$ cat config.mk
export PLATFORM = sky130hd
export DESIGN_NAME = alu_issue_stage
export DESIGN_NICKNAME = d
export VERILOG_FILES = /design/src/rtl/alu_pkg.sv /design/src/rtl/alu_issue_decode.sv /design/src/rtl/alu_issue_stage.sv
export SDC_FILE = /design/constraint.sdc
export NUM_CORES = 1
export LEC_CHECK = 0
export BUFFER_PORTS_ARGS = -buffer_cell sky130_fd_sc_hd__buf_2
export CAP_MARGIN = 20
export CORE_ASPECT_RATIO = 1.5
export CORE_MARGIN = 5
export CORE_UTILIZATION = 30
export DETAILED_ROUTE_END_ITERATION = 16
export GPL_TIMING_DRIVEN = 0
export SYNTH_ARGS = -nofsm -noshare
export SYNTH_HDL_FRONTEND = slang
export SYNTH_HIERARCHICAL = 1
export SYNTH_SLANG_ARGS = --single-unit
$ cat constraint.sdc
create_clock -name clk -period 1.9 [get_ports clk]
set_clock_uncertainty 0.1 [all_clocks]
set_input_delay 0.095 -clock clk [delete_from_list [all_inputs] [get_ports clk]]
set_output_delay 0.095 -clock clk [all_outputs]
set_load 0.005 [all_outputs]
$ cat src/rtl/alu_pkg.sv
// Shared constants, FSM state type and issue-bundle payload for the ALU issue stage.
package alu_pkg;

    localparam int unsigned XLEN = 64;
    localparam int unsigned OP_W = 4;

    localparam logic [OP_W-1:0] ALU_AND  = 4'b0000;
    localparam logic [OP_W-1:0] ALU_OR   = 4'b0001;
    localparam logic [OP_W-1:0] ALU_ADD  = 4'b0010;
    localparam logic [OP_W-1:0] ALU_SUB  = 4'b0110;
    localparam logic [OP_W-1:0] ALU_NOR  = 4'b1100;
    localparam logic [OP_W-1:0] ALU_BLT  = 4'b1000;
    localparam logic [OP_W-1:0] ALU_ADDI = 4'b1001;
    localparam logic [OP_W-1:0] ALU_SLLI = 4'b1111;

    localparam logic [6:0] OPC_OP     = 7'b0110011;
    localparam logic [6:0] OPC_OP_IMM = 7'b0010011;
    localparam logic [6:0] OPC_BRANCH = 7'b1100011;
    localparam logic [6:0] OPC_LOAD   = 7'b0000011;
    localparam logic [6:0] OPC_STORE  = 7'b0100011;

    localparam logic [2:0] F3_ADD_SUB = 3'b000;
    localparam logic [2:0] F3_SLL     = 3'b001;
    localparam logic [2:0] F3_DWORD   = 3'b011;
    localparam logic [2:0] F3_XOR     = 3'b100;
    localparam logic [2:0] F3_OR      = 3'b110;
    localparam logic [2:0] F3_AND     = 3'b111;
    localparam logic [2:0] F3_BEQ     = 3'b000;
    localparam logic [2:0] F3_BLT     = 3'b100;

    localparam logic [6:0] F7_BASE = 7'b0000000;
    localparam logic [6:0] F7_ALT  = 7'b0100000;

    typedef enum logic [1:0] {EMPTY, FULL, SKID} issue_state_e;

    typedef struct packed {
        logic [XLEN-1:0] a;
        logic [XLEN-1:0] b;
        logic [OP_W-1:0] alu_op;
        logic [4:0]      rd;
        logic            reg_write;
        logic            branch;
        logic            illegal;
    } issue_bundle_t;

    function automatic logic [XLEN-1:0] sext12(input logic [11:0] imm);
        return {{(XLEN-12){imm[11]}}, imm};
    endfunction

endpackage

$ cat src/rtl/alu_issue_decode.sv
// Combinational RV64I field decode into the ALU issue bundle.
module alu_issue_decode
    import alu_pkg::*;
(
    input  logic [31:0]     i_instr,
    input  logic [XLEN-1:0] i_rs1_data,
    input  logic [XLEN-1:0] i_rs2_data,
    output issue_bundle_t   o_bundle_c
);

    logic [6:0] w_opcode;
    logic [2:0] w_f3;
    logic [6:0] w_f7;
    logic [4:0] w_rd;
    logic       w_legal;
    logic       w_unused_rs_fields;

    assign w_opcode = i_instr[6:0];
    assign w_f3     = i_instr[14:12];
    assign w_f7     = i_instr[31:25];
    assign w_rd     = i_instr[11:7];
    // Register indices were consumed by the register file read upstream.
    assign w_unused_rs_fields = &{1'b0, i_instr[24:15]};

    always_comb begin
        o_bundle_c = '0;
        w_legal    = 1'b0;
        case (w_opcode)
            OPC_OP: begin
                o_bundle_c.a         = i_rs1_data;
                o_bundle_c.b         = i_rs2_data;
                o_bundle_c.rd        = w_rd;
                o_bundle_c.reg_write = 1'b1;
                w_legal              = 1'b1;
                case ({w_f7, w_f3})
                    {F7_BASE, F3_ADD_SUB}: o_bundle_c.alu_op = ALU_ADD;
                    {F7_ALT,  F3_ADD_SUB}: o_bundle_c.alu_op = ALU_SUB;
                    {F7_BASE, F3_AND}:     o_bundle_c.alu_op = ALU_AND;
                    {F7_BASE, F3_OR}:      o_bundle_c.alu_op = ALU_OR;
                    {F7_ALT,  F3_XOR}:     o_bundle_c.alu_op = ALU_NOR;
                    default:               w_legal = 1'b0;
                endcase
            end
            OPC_OP_IMM: begin
                o_bundle_c.a         = i_rs1_data;
                o_bundle_c.rd        = w_rd;
                o_bundle_c.reg_write = 1'b1;
                if (w_f3 == F3_ADD_SUB) begin
                    o_bundle_c.alu_op = ALU_ADDI;
                    o_bundle_c.b      = sext12(i_instr[31:20]);
                    w_legal           = 1'b1;
                end else if (w_f3 == F3_SLL && i_instr[31:26] == 6'b0) begin
                    o_bundle_c.alu_op = ALU_SLLI;
                    o_bundle_c.b      = XLEN'(i_instr[25:20]);
                    w_legal           = 1'b1;
                end
            end
            OPC_BRANCH: begin
                o_bundle_c.a      = i_rs1_data;
                o_bundle_c.b      = i_rs2_data;
                o_bundle_c.branch = 1'b1;
                if (w_f3 == F3_BLT) begin
                    o_bundle_c.alu_op = ALU_BLT;
                    w_legal           = 1'b1;
                end else if (w_f3 == F3_BEQ) begin
                    o_bundle_c.alu_op = ALU_SUB;
                    w_legal           = 1'b1;
                end
            end
            OPC_LOAD: begin
                if (w_f3 == F3_DWORD) begin
                    o_bundle_c.a         = i_rs1_data;
                    o_bundle_c.b         = sext12(i_instr[31:20]);
                    o_bundle_c.alu_op    = ALU_ADD;
                    o_bundle_c.rd        = w_rd;
                    o_bundle_c.reg_write = 1'b1;
                    w_legal              = 1'b1;
                end
            end
            OPC_STORE: begin
                if (w_f3 == F3_DWORD) begin
                    o_bundle_c.a      = i_rs1_data;
                    o_bundle_c.b      = sext12({i_instr[31:25], i_instr[11:7]});
                    o_bundle_c.alu_op = ALU_ADD;
                    w_legal           = 1'b1;
                end
            end
            default: ;
        endcase
        // Unsupported encodings still flow downstream, flagged and zeroed.
        if (!w_legal) begin
            o_bundle_c         = '0;
            o_bundle_c.illegal = 1'b1;
        end
    end

endmodule

$ cat src/rtl/alu_issue_stage.sv
// ID/EX issue register with one-entry skid buffer feeding the 64-bit ALU.
// Optional ISSUE_PERF_EN adds issued/bubble performance counters.
module alu_issue_stage
    import alu_pkg::*;
(
    input  logic            clk,
    input  logic            reset_n,
    input  logic            in_valid,
    output logic            in_ready,
    input  logic [31:0]     instr,
    input  logic [XLEN-1:0] rs1_data,
    input  logic [XLEN-1:0] rs2_data,
    input  logic            flush,
    output logic            ex_valid,
    input  logic            ex_ready,
    output logic [XLEN-1:0] ex_a,
    output logic [XLEN-1:0] ex_b,
    output logic [OP_W-1:0] ex_alu_op,
    output logic [4:0]      ex_rd,
    output logic            ex_reg_write,
    output logic            ex_branch,
    output logic            ex_illegal
`ifdef ISSUE_PERF_EN
    ,
    output logic [31:0]     perf_issued,
    output logic [31:0]     perf_bubble
`endif
);

    issue_state_e  r_state;
    issue_bundle_t r_out;
    issue_bundle_t r_skid;
    logic          r_ex_valid;
    logic          r_in_ready;
    issue_bundle_t w_dec;
    logic          w_accept;
    logic          w_out;

    alu_issue_decode u_decode (
        .i_instr    (instr),
        .i_rs1_data (rs1_data),
        .i_rs2_data (rs2_data),
        .o_bundle_c (w_dec)
    );

    assign w_accept = in_valid & r_in_ready;
    assign w_out    = r_ex_valid & ex_ready;

    // Flush overrides both handshakes; data registers may keep stale contents.
    always_ff @(posedge clk or negedge reset_n) begin
        if (!reset_n) begin
            r_state    <= EMPTY;
            r_ex_valid <= 1'b0;
            r_in_ready <= 1'b1;
            r_out      <= '0;
            r_skid     <= '0;
        end else if (flush) begin
            r_state    <= EMPTY;
            r_ex_valid <= 1'b0;
            r_in_ready <= 1'b1;
        end else begin
            case (r_state)
                EMPTY: begin
                    if (w_accept) begin
                        r_out      <= w_dec;
                        r_ex_valid <= 1'b1;
                        r_state    <= FULL;
                    end
                end
                FULL: begin
                    if (w_accept && w_out) begin
                        r_out <= w_dec;
                    end else if (w_out) begin
                        r_ex_valid <= 1'b0;
                        r_state    <= EMPTY;
                    end else if (w_accept) begin
                        r_skid     <= w_dec;
                        r_in_ready <= 1'b0;
                        r_state    <= SKID;
                    end
                end
                SKID: begin
                    if (w_out) begin
                        r_out      <= r_skid;
                        r_in_ready <= 1'b1;
                        r_state    <= FULL;
                    end
                end
                default: begin
                    r_state    <= EMPTY;
                    r_ex_valid <= 1'b0;
                    r_in_ready <= 1'b1;
                end
            endcase
        end
    end

    assign in_ready     = r_in_ready;
    assign ex_valid     = r_ex_valid;
    assign ex_a         = r_out.a;
    assign ex_b         = r_out.b;
    assign ex_alu_op    = r_out.alu_op;
    assign ex_rd        = r_out.rd;
    assign ex_reg_write = r_out.reg_write;
    assign ex_branch    = r_out.branch;
    assign ex_illegal   = r_out.illegal;

`ifdef ISSUE_PERF_EN
    logic [31:0] r_perf_issued;
    logic [31:0] r_perf_bubble;

    // Counters survive flush; a flushed output beat is not a transfer.
    always_ff @(posedge clk or negedge reset_n) begin
        if (!reset_n) begin
            r_perf_issued <= '0;
            r_perf_bubble <= '0;
        end else begin
            if (w_out && !flush) r_perf_issued <= r_perf_issued + 32'd1;
            if (ex_ready && !r_ex_valid) r_perf_bubble <= r_perf_bubble + 32'd1;
        end
    end

    assign perf_issued = r_perf_issued;
    assign perf_bubble = r_perf_bubble;
`endif

endmodule

### Word level (Yosys, flattened, before mapping)

Cells that the tools add are included.
Widths: inputs -> output; s select.

* word-level logic and storage cells: 103
* output and inout port bits: 142
* input bits: 165
* bits in registers: 284

* reductions and logical operators: 15
* mux-type cells: 40
* bitwise logic cells: 5
* eq/ne operators: 26

Operators by type and width (number)
* $pmux 132 s5: 1
* $mux 140: 4
* $pmux 140 s3: 1
* $mux 138: 1
* $mux 132: 1
* $mux 68: 1
* $eq 10x3->1 const B: 2
* $eq 10x9->1 const B: 2
* $ne 3x3->1 const B: 6
* $mux 1: 16
* $pmux 4 s4: 1
* $reduce_and 5->1: 3
* $eq 7x6->1 const B: 2
* $mux 2: 6
* $pmux 6 s2: 1
* $logic_not 10->1: 1
* $mux 10: 1
* $ne 2x2->1 const B: 5
* $reduce_and 4->1: 2
* $eq 7x2->1 const B: 1
* $eq 7x5->1 const B: 1
* $eq 7x7->1 const B: 1
* $logic_not 6->1: 1
* $pmux 1 s3: 2
* 18 further kinds: 23

### Longest topological paths before layout

Gate-level depths: netlist of run 1.

* depth after elaboration: 8
* depth in mapped cells: 10
* mapped depth without buffers: 7

### Hierarchy

The synthesis of run 1 kept the hierarchy.

Modules (own cells, without submodules)
* alu_issue_stage: cells each 930, sequential area each 7108.1 um2, times used 1, area an instance 13081.3 um2
* alu_issue_decode: cells each 305, sequential area each 0.0 um2, times used 1, area an instance 1890.6 um2

### Least setup slack after synthesis of run 1

OpenSTA, ideal clock, no wires.

* path type: in2reg
* start point: input instr[13]
* end point: register r_out (netlist bit ex_b[54])
* setup slack: -0.260 ns
* buffers on the path: 3
* arrival time: 1.977 ns
* library setup time: 0.083 ns
* stages on the path: 10
* data required time: 1.717 ns
* cell sequence: buf_2 or4b_4 o31a_4 o221ai_4 inv_2 buf_6 buf_6 a21oi_2 mux2i_1 o21ai_0

RTL lines
* from (decl): RTL line alu_issue_stage.sv:10 `input logic [31:0] instr,`
* to (signal assigned): RTL line alu_issue_stage.sv:65 `r_out <= w_dec;`
* to (signal assigned): RTL line alu_issue_stage.sv:72 `r_out <= w_dec;`
* to (signal assigned): RTL line alu_issue_stage.sv:84 `r_out <= r_skid;`
* to (decl): RTL line alu_issue_stage.sv:31 `issue_bundle_t r_out;`

==> results.md, run 1 <==
* Cells after synthesis at 1,235
* Yosys top cell by area: dfrtp_1
* Filler Cell Count at 4,788
* CP Max Fanout at 10
* Core ar. at 49,500 um2
* Startpoint types: input port
* DRT Wirelength at 46.7 mm
* GRT Overall Usage at 16.4%
* Layout area overhead at 40.4%
* RD Place Congestion at 0.806
* Vias in the first global route at 12,395
* Ys Warns at 6
* Status: finished, violations left
* DR WL/cell at 19.1 um
* Hold WS at -40.8 ps
* Clock tree sinks at 284
* Commonest non-fill, non-tap cells in the layout: 315 x buf_2, 281 x dfrtp_1, 143 x dlygate4sd3_1, 135 x mux2i_1, 103 x nand2_1
* TritonCTS clock tree: done
* Overflow after GRT at 0
* Final critical-path required period at 1930 ps
* Cell Rows at 100
* Placed cells at 2,200
* Syn avg cell area at 12.1 um2
* Reg area at 7110 um2
* Fin. max-slew vios at 0
* Clock Pin Slew Worst Setup and Hold Paths at 60 ps
* Vias per inst at 4.59
* RSZ-0062 raised after global routing: true
* Post-synthesis cell type count at 58
* Post-synthesis cell area at 15,000 um2
* Setup violations, final at 49
* Largest net degree at the start of global routing at 112
* Multi-input logic area at 7410 um2
* Fin Setup TNS at -389 ps
* 1st-iter DRT viols at 363
* Final net count at 1,909
* Clk root buf: clkbuf_16
* EDFF count, synth at 0
* Max Freq at 519 MHz
* VDD IR max at 625 uV
* Pleak at 9.72 nW
* IO Count at 307
* Post-synth ARST share at 100%
* Clk_lat worst skew at 580 ps
* Power per cell area at 711 nW/um2
* Die outline height at 284 um
* Antenna viol nets, final at 0
* Primary FF master, synth: dfrtp_1
* Die ar. at 54,600 um2
* Max Cap Viol at 0
* Crit path arrival time at 2330 ps
* Crit Path Category: input port to flip-flop
* Die X at 192 um
* Final setup margin at -28.0 ps
* Seq/Total Area, Yosys at 47.5%
* Violated checks: negative hold slack, negative setup slack
* Final hold viol count at 22
* Nature of the critical path endpoint: flip-flop
* Layout cell share with drive strength beyond 1 at 52.2%
* Period utilization at 101%
* Vias at 11,202
* Worst slew pin tran at 838 ps
* 1st-pass router iterations at 4
* Routed length on met3 at 1.93 mm
* Metal-1 WL at 18.4 mm
* Fin cells at 2,440
* Mapped Nets at 1,400
* Antenna violations before repair at 9
* Total CTS buffers at 31
* Post-synth top area share at 47.3%
* Hold/Removal Path Class: input port to async pin
* Highest metal layer with signal wires: met5
* Initial core utilization at 30.2%
* Met2 wire len at 24.1 mm
* Post-DP HPWL at 32.6 mm
* Slew HR at 44.0%
* CP required at 2300 ps
* Seq cells post-synth at 284
* CTS max path bufs at 3
* Commonest non-fill, non-tap cell in the layout: buf_2
* Global-route wire length before repair at 70.8 mm
* I/O Buffers at 299
* # H-tree levels at 1
* # DRC at 0
* Synth area leaders: dfrtp_1 47%, mux2_4 10%, mux2i_1 9.8%
==> metal layers <==
layer,track usage [%],vias up
li1,-,5344
met1,19.3,5472
met2,29.1,266
met3,2.38,118
met4,7.58,2
met5,0,-
==> final timing paths <==
kind | startpoint | endpoint | slack (ps) | depth (start not counted)
worst max-delay path | instr[28] | ex_b[6] | -30 | 10
worst min-delay path | reset_n | r_skid[23] | -40 | 2
worst max register to register | in_ready | r_skid[73] | -20 | 6
worst min register to register | ex_alu_op[1] | ex_alu_op[1] | 370 | 2
max in group asynchronous | reset_n | ex_valid | 390 | 4
min in group clk | instr[13] | r_skid[10] | 50 | 4
==> cells by family after synthesis <==
| group | after synthesis | share of synthesized area, % |
|---|---|---|
| muxes | 286 | 22.8 |
| and+or+nand+nor | 324 | 12.1 |
| buffers and inverters | 99 | 5.31 |
| DFF | 284 | 47.5 |
| AOI/OAI and AO/OA | 240 | 12.2 |
| xor gates and xnor gates | 2 | 0.117 |
==> registers in the layout, summed over array words and instances (netlist names) <==
signal	count
r_state	2
r_skid	140
ex_alu_op	4
ex_a	64
ex_reg_write	1
ex_valid	1
ex_rd	5
ex_branch	1
ex_b	64
in_ready	1
ex_illegal	1
==> report_power, final <==
group	internal, W	switching [W]	leakage [nW]
registers	0.00611	0.0000454	3.95
clock network	0.00386	0.00261	0.547
logic	0.00107	0.00126	5.22
==> what timing repair did <==
item,in CTS,in global routing
hold buffers,143,1
pin swaps,5,11
gates resized for setup,61,100
buffers inserted,12,11
endpoints found under the hold margin,387,3
setup endpoints to repair,275,297
cloned,1,8
==> cells in the mapped netlist (all sizes together) (2+ instances only) <==
library cell / number
or3: 7
nor4b: 5
and4bb: 2
nor3b: 6
nand3: 5
inv: 4
or4: 2
nand2: 203
o21a: 5
nand2b: 4
nor2b: 2
o21bai: 2
or4b: 2
and2: 65
dfrtp: 283
nand4bb: 2
nor4: 2
a21oi: 71
buf: 69
o21ai: 150
or3b: 2
or2: 3
mux2: 140
clkbuf: 26
mux2i: 146
nor3: 5
nor2: 6
==> cell type report <==
class,instances,area share (%)
Inverter,4,0.0833
Antenna cell,9,0.107
Clock buffer,46,4.53
Clock inverter,11,0.673
Multi-Input combinational cell,852,35.3
Buffer,93,4.96
Sequential cell,284,33.8
Timing Repair Buffer,478,16.6
Tap cell,663,3.95
==> worst max-delay path, cell delays in order <==
cell	delay, ps
buf_6	100
or4b_4	550
or4_4	460
o221ai_4	220
inv_4	70
buf_4	150
clkbuf_4	210
a21oi_1	220
mux2i_1	130
o21ai_2	120
==> per-stage QoR <==
stage	area [um2]	hold WS (ps)	worst slack, ps	utilization [%]	power [W]
floorplan	15100	-301	-208	-	0.00743
global placement	17400	230	-4970	35.2	0.00813
detailed placement	17500	49.8	-1300	35.3	0.00816
CTS	20300	4.46	-50.4	41.1	0.0151
global route	21000	-1.47	-52.8	42.4	0.0156
finish	21000	-40.8	-28.0	42.4	0.0149
No activity file was read; power rests on OpenSTA's default activity.
==> inputs of run 2 (changes only) <==
TNS_END_PERCENT = 50   (was unset)
==> results.md, run 2 (synthesis results as in run 1) <==
* Final critical-path required period at 1950 ps (was 1930 ps)
* Violated checks: negative hold slack, negative setup slack (unchanged)
* Die X at 192 um (unchanged)
* Die ar. at 54,600 um2 (unchanged)
* I/O Buffers at 299 (unchanged)
* Crit Path Category: flip-flop to flip-flop (was input port to flip-flop)
* Clock Pin Slew Worst Setup and Hold Paths at 60 ps (about the same)
* Int Power at 0.0109 W (was 0.0110 W)
* RSZ-0062 raised after global routing: true (unchanged)
* Antenna viol nets, final at 0 (unchanged)
* Nature of the critical path endpoint: flip-flop (unchanged)
* Post-DP HPWL at 32.6 mm (about the same)
* 1st-iter DRT viols at 387 (was 363)
* Initial core utilization at 30.2% (unchanged)
* Filler Cell Count at 4,747 (was 4,788)
* Number of flip-flops in the largest register at 140 (unchanged)
* Dpl cell area at 17,500 um2 (about the same)
* Hold WS at -6.90 ps (was -40.8 ps)
* Vias at 11,290 (was 11,202)
* Global-route wire length before repair at 72.3 mm (was 70.8 mm)
* CP max stage cell: dfstp_2 (was or4b_4)
* Total CTS buffers at 31 (unchanged)
* Vias per inst at 4.65 (was 4.59)
* Die outline height at 284 um (unchanged)
* Sequential Power Share at 41.5% (was 41.2%)
* Pleak at 9.71 nW (was 9.72 nW)
* Commonest non-fill, non-tap cell in the layout: buf_2 (unchanged)
* Fin cells at 2,430 (was 2,440)
* Final hold viol count at 1 (was 22)
* Path depth of the worst reg2reg path at 9 (was 6)
* Startpoint types: flip-flop (was input port)
* Cell Rows at 100 (unchanged)
* DR WL/cell at 19.5 um (was 19.1 um)
* Slew HR at 52.4% (was 44.0%)
* 1st-pass router iterations at 4 (unchanged)
* TritonCTS clock tree: done (unchanged)
* Worst r2r src: in_ready (unchanged)
* Status: finished, violations left (unchanged)
* Dpl ws at -1300 ps (about the same)
* CP dominant cell by count: buf_16
* Layout cell share with drive strength beyond 1 at 50.8% (was 52.2%)
* Crit path from: in_ready (was instr[28])
* Largest Register: r_skid (unchanged)
* GRT Overall Usage at 16.9% (was 16.4%)
* Net Sw Power at 0.00395 W (was 0.00391 W)
* R2R Path End: ex_b[44] (was r_skid[73])
* Vias in the first global route at 12,249 (was 12,395)
* Antenna violations before repair at 4 (was 9)
* Commonest non-fill, non-tap cells in the layout: 311 x buf_2, 281 x dfrtp_1, 143 x mux2i_1, 143 x dlygate4sd3_1, 103 x nand2_1 (was 315 x buf_2, 281 x dfrtp_1, 143 x dlygate4sd3_1, 135 x mux2i_1, 103 x nand2_1)
* Tot Pwr at 0.0149 W (about the same)
* Crit path arrival time at 2310 ps (was 2330 ps)
* Core ar. at 49,500 um2 (unchanged)
* Final setup margin at -51.3 ps (was -28.0 ps)
* Net Sw Frac at 26.5% (was 26.1%)
* Util after Layout at 42.2% (was 42.4%)
* Multi-input logic area at 7310 um2 (was 7410 um2)
* VDD IR max at 780 uV (was 625 uV)
* Hold/Removal Path Class: input port to async pin (unchanged)
* Worst stage delay on the critical path at 530 ps (was 550 ps)
* Clk_lat worst skew at 580 ps (about the same)
* Combinational share of power at 17.3% (was 15.5%)
* RD Place Congestion at 0.781 (was 0.806)
* DRT Wirelength at 47.5 mm (was 46.7 mm)
* Placed cells at 2,199 (was 2,200)
* CP Max Fanout at 8 (was 10)
* Clk root buf: clkbuf_16 (unchanged)
* Max Freq at 512 MHz (was 519 MHz)
* Worst slew pin tran at 713 ps (was 838 ps)
* Layout area overhead at 39.6% (was 40.4%)
* # H-tree levels at 1 (unchanged)
* Power per cell area at 711 nW/um2 (about the same)
* CTS max path bufs at 3 (unchanged)
* Reg area at 7110 um2 (unchanged)
* CP required at 2260 ps (was 2300 ps)
* IO Count at 307 (unchanged)
* Fin. max-slew vios at 0 (unchanged)
* Clock tree sinks at 284 (unchanged)
* Post-route cell area at 20,900 um2 (was 21,000 um2)
* CP cell instances: and4bb_2 -> buf_6 -> a22oi_4 -> buf_12 -> buf_16 -> buf_16 -> clkbuf_16 -> nand2_2 -> o21ai_2 (was buf_6 -> or4b_4 -> or4_4 -> o221ai_4 -> inv_4 -> buf_4 -> clkbuf_4 -> a21oi_1 -> mux2i_1 -> o21ai_2)
* Overflow after GRT at 0 (unchanged)
* Period utilization at 103% (was 101%)
* Setup violations, final at 201 (was 49)
* Largest net degree at the start of global routing at 111 (was 112)
* R2R Setup Slk at -50 ps (was -20 ps)
* Max Cap Viol at 0 (unchanged)
* Final net count at 1,906 (was 1,909)
* Clk network pwr share at 41.2% (was 43.2%)
* # DRC at 0 (unchanged)
==> run 2: cell type report <==
| cell class | count | share of cell area, % |
|---|---|---|
| diodes | 5 | 0.0599 |
| clock buffers | 45 | 4.20 |
| clock inverters | 9 | 0.593 |
| plain buffers | 94 | 5.07 |
| repair buffers | 474 | 17.0 |
| flip-flops and latches | 284 | 34.0 |
| multi-input cells | 852 | 35.0 |
| well taps | 663 | 3.97 |
| inverters | 4 | 0.132 |
==> run 2: power groups by stage <==
| stage | Sequential (W) | Clock [W] | Combinational, W |
|---|---|---|---|
| 6_report | 0.00617 | 0.00613 | 0.00257 |
| 4_1_cts | 0.00616 | 0.00634 | 0.00244 |
| 5_1_grt | 0.00617 | 0.00656 | 0.00276 |
| 2_1_floorplan | 0.00627 | 0 | 0.00116 |
| 3_3_place_gp | 0.00628 | 0 | 0.00188 |
| 3_5_place_dp | 0.00628 | 0 | 0.00191 |
==> run 2: metal layers <==
metal  track usage (%)  vias to the layer above  wire [um]
li1                  -                     5334          -
met2              30.5                      250      24700
met4              5.73                        2       1580
met5                 0                        -          7
met1              20.2                     5626      19100
met3              2.39                       78       2010
==> run 2: stage by stage <==
stage,TNS (ps),hold WS (ps)
floorplan,-28750,-301
global placement,-1627520,226
detailed placement,-217170,42.5
CTS,-4890,1.20
global route,-17460,26.1
finish,-4540,-6.90
==> run 2: repair_timing <==
action | in CTS | in global routing
endpoints found under the setup margin | 281 | 241
buffers inserted | 11 | 9
gates resized for setup | 86 | 59
hold buffers | 143 | 0
hold endpoints to repair | 376 | 0
pin swaps | 4 | 9
cloned | 4 | 8
==> run 2: worst max path at each step <==
stage	cells after the start	endpoint	slack, ps
final	9	ex_b[44]	-50
after global routing	9	ex_b[44]	-100
after CTS	9	ex_a[55]	-60
after detailed placement	11	ex_b[54]	-1300
after global placement	1	r_skid[16]	-5050
after floorplan	10	ex_b[54]	-210
==> run 2: worst max-delay path: cells and delay by family (launching register included) <==
family | cells | cell delay (ps)
buffers and inverters | 5 | 760
flip-flops | 1 | 530
AND/OR/NAND/NOR | 2 | 320
AO/OA/AOI/OAI | 2 | 90
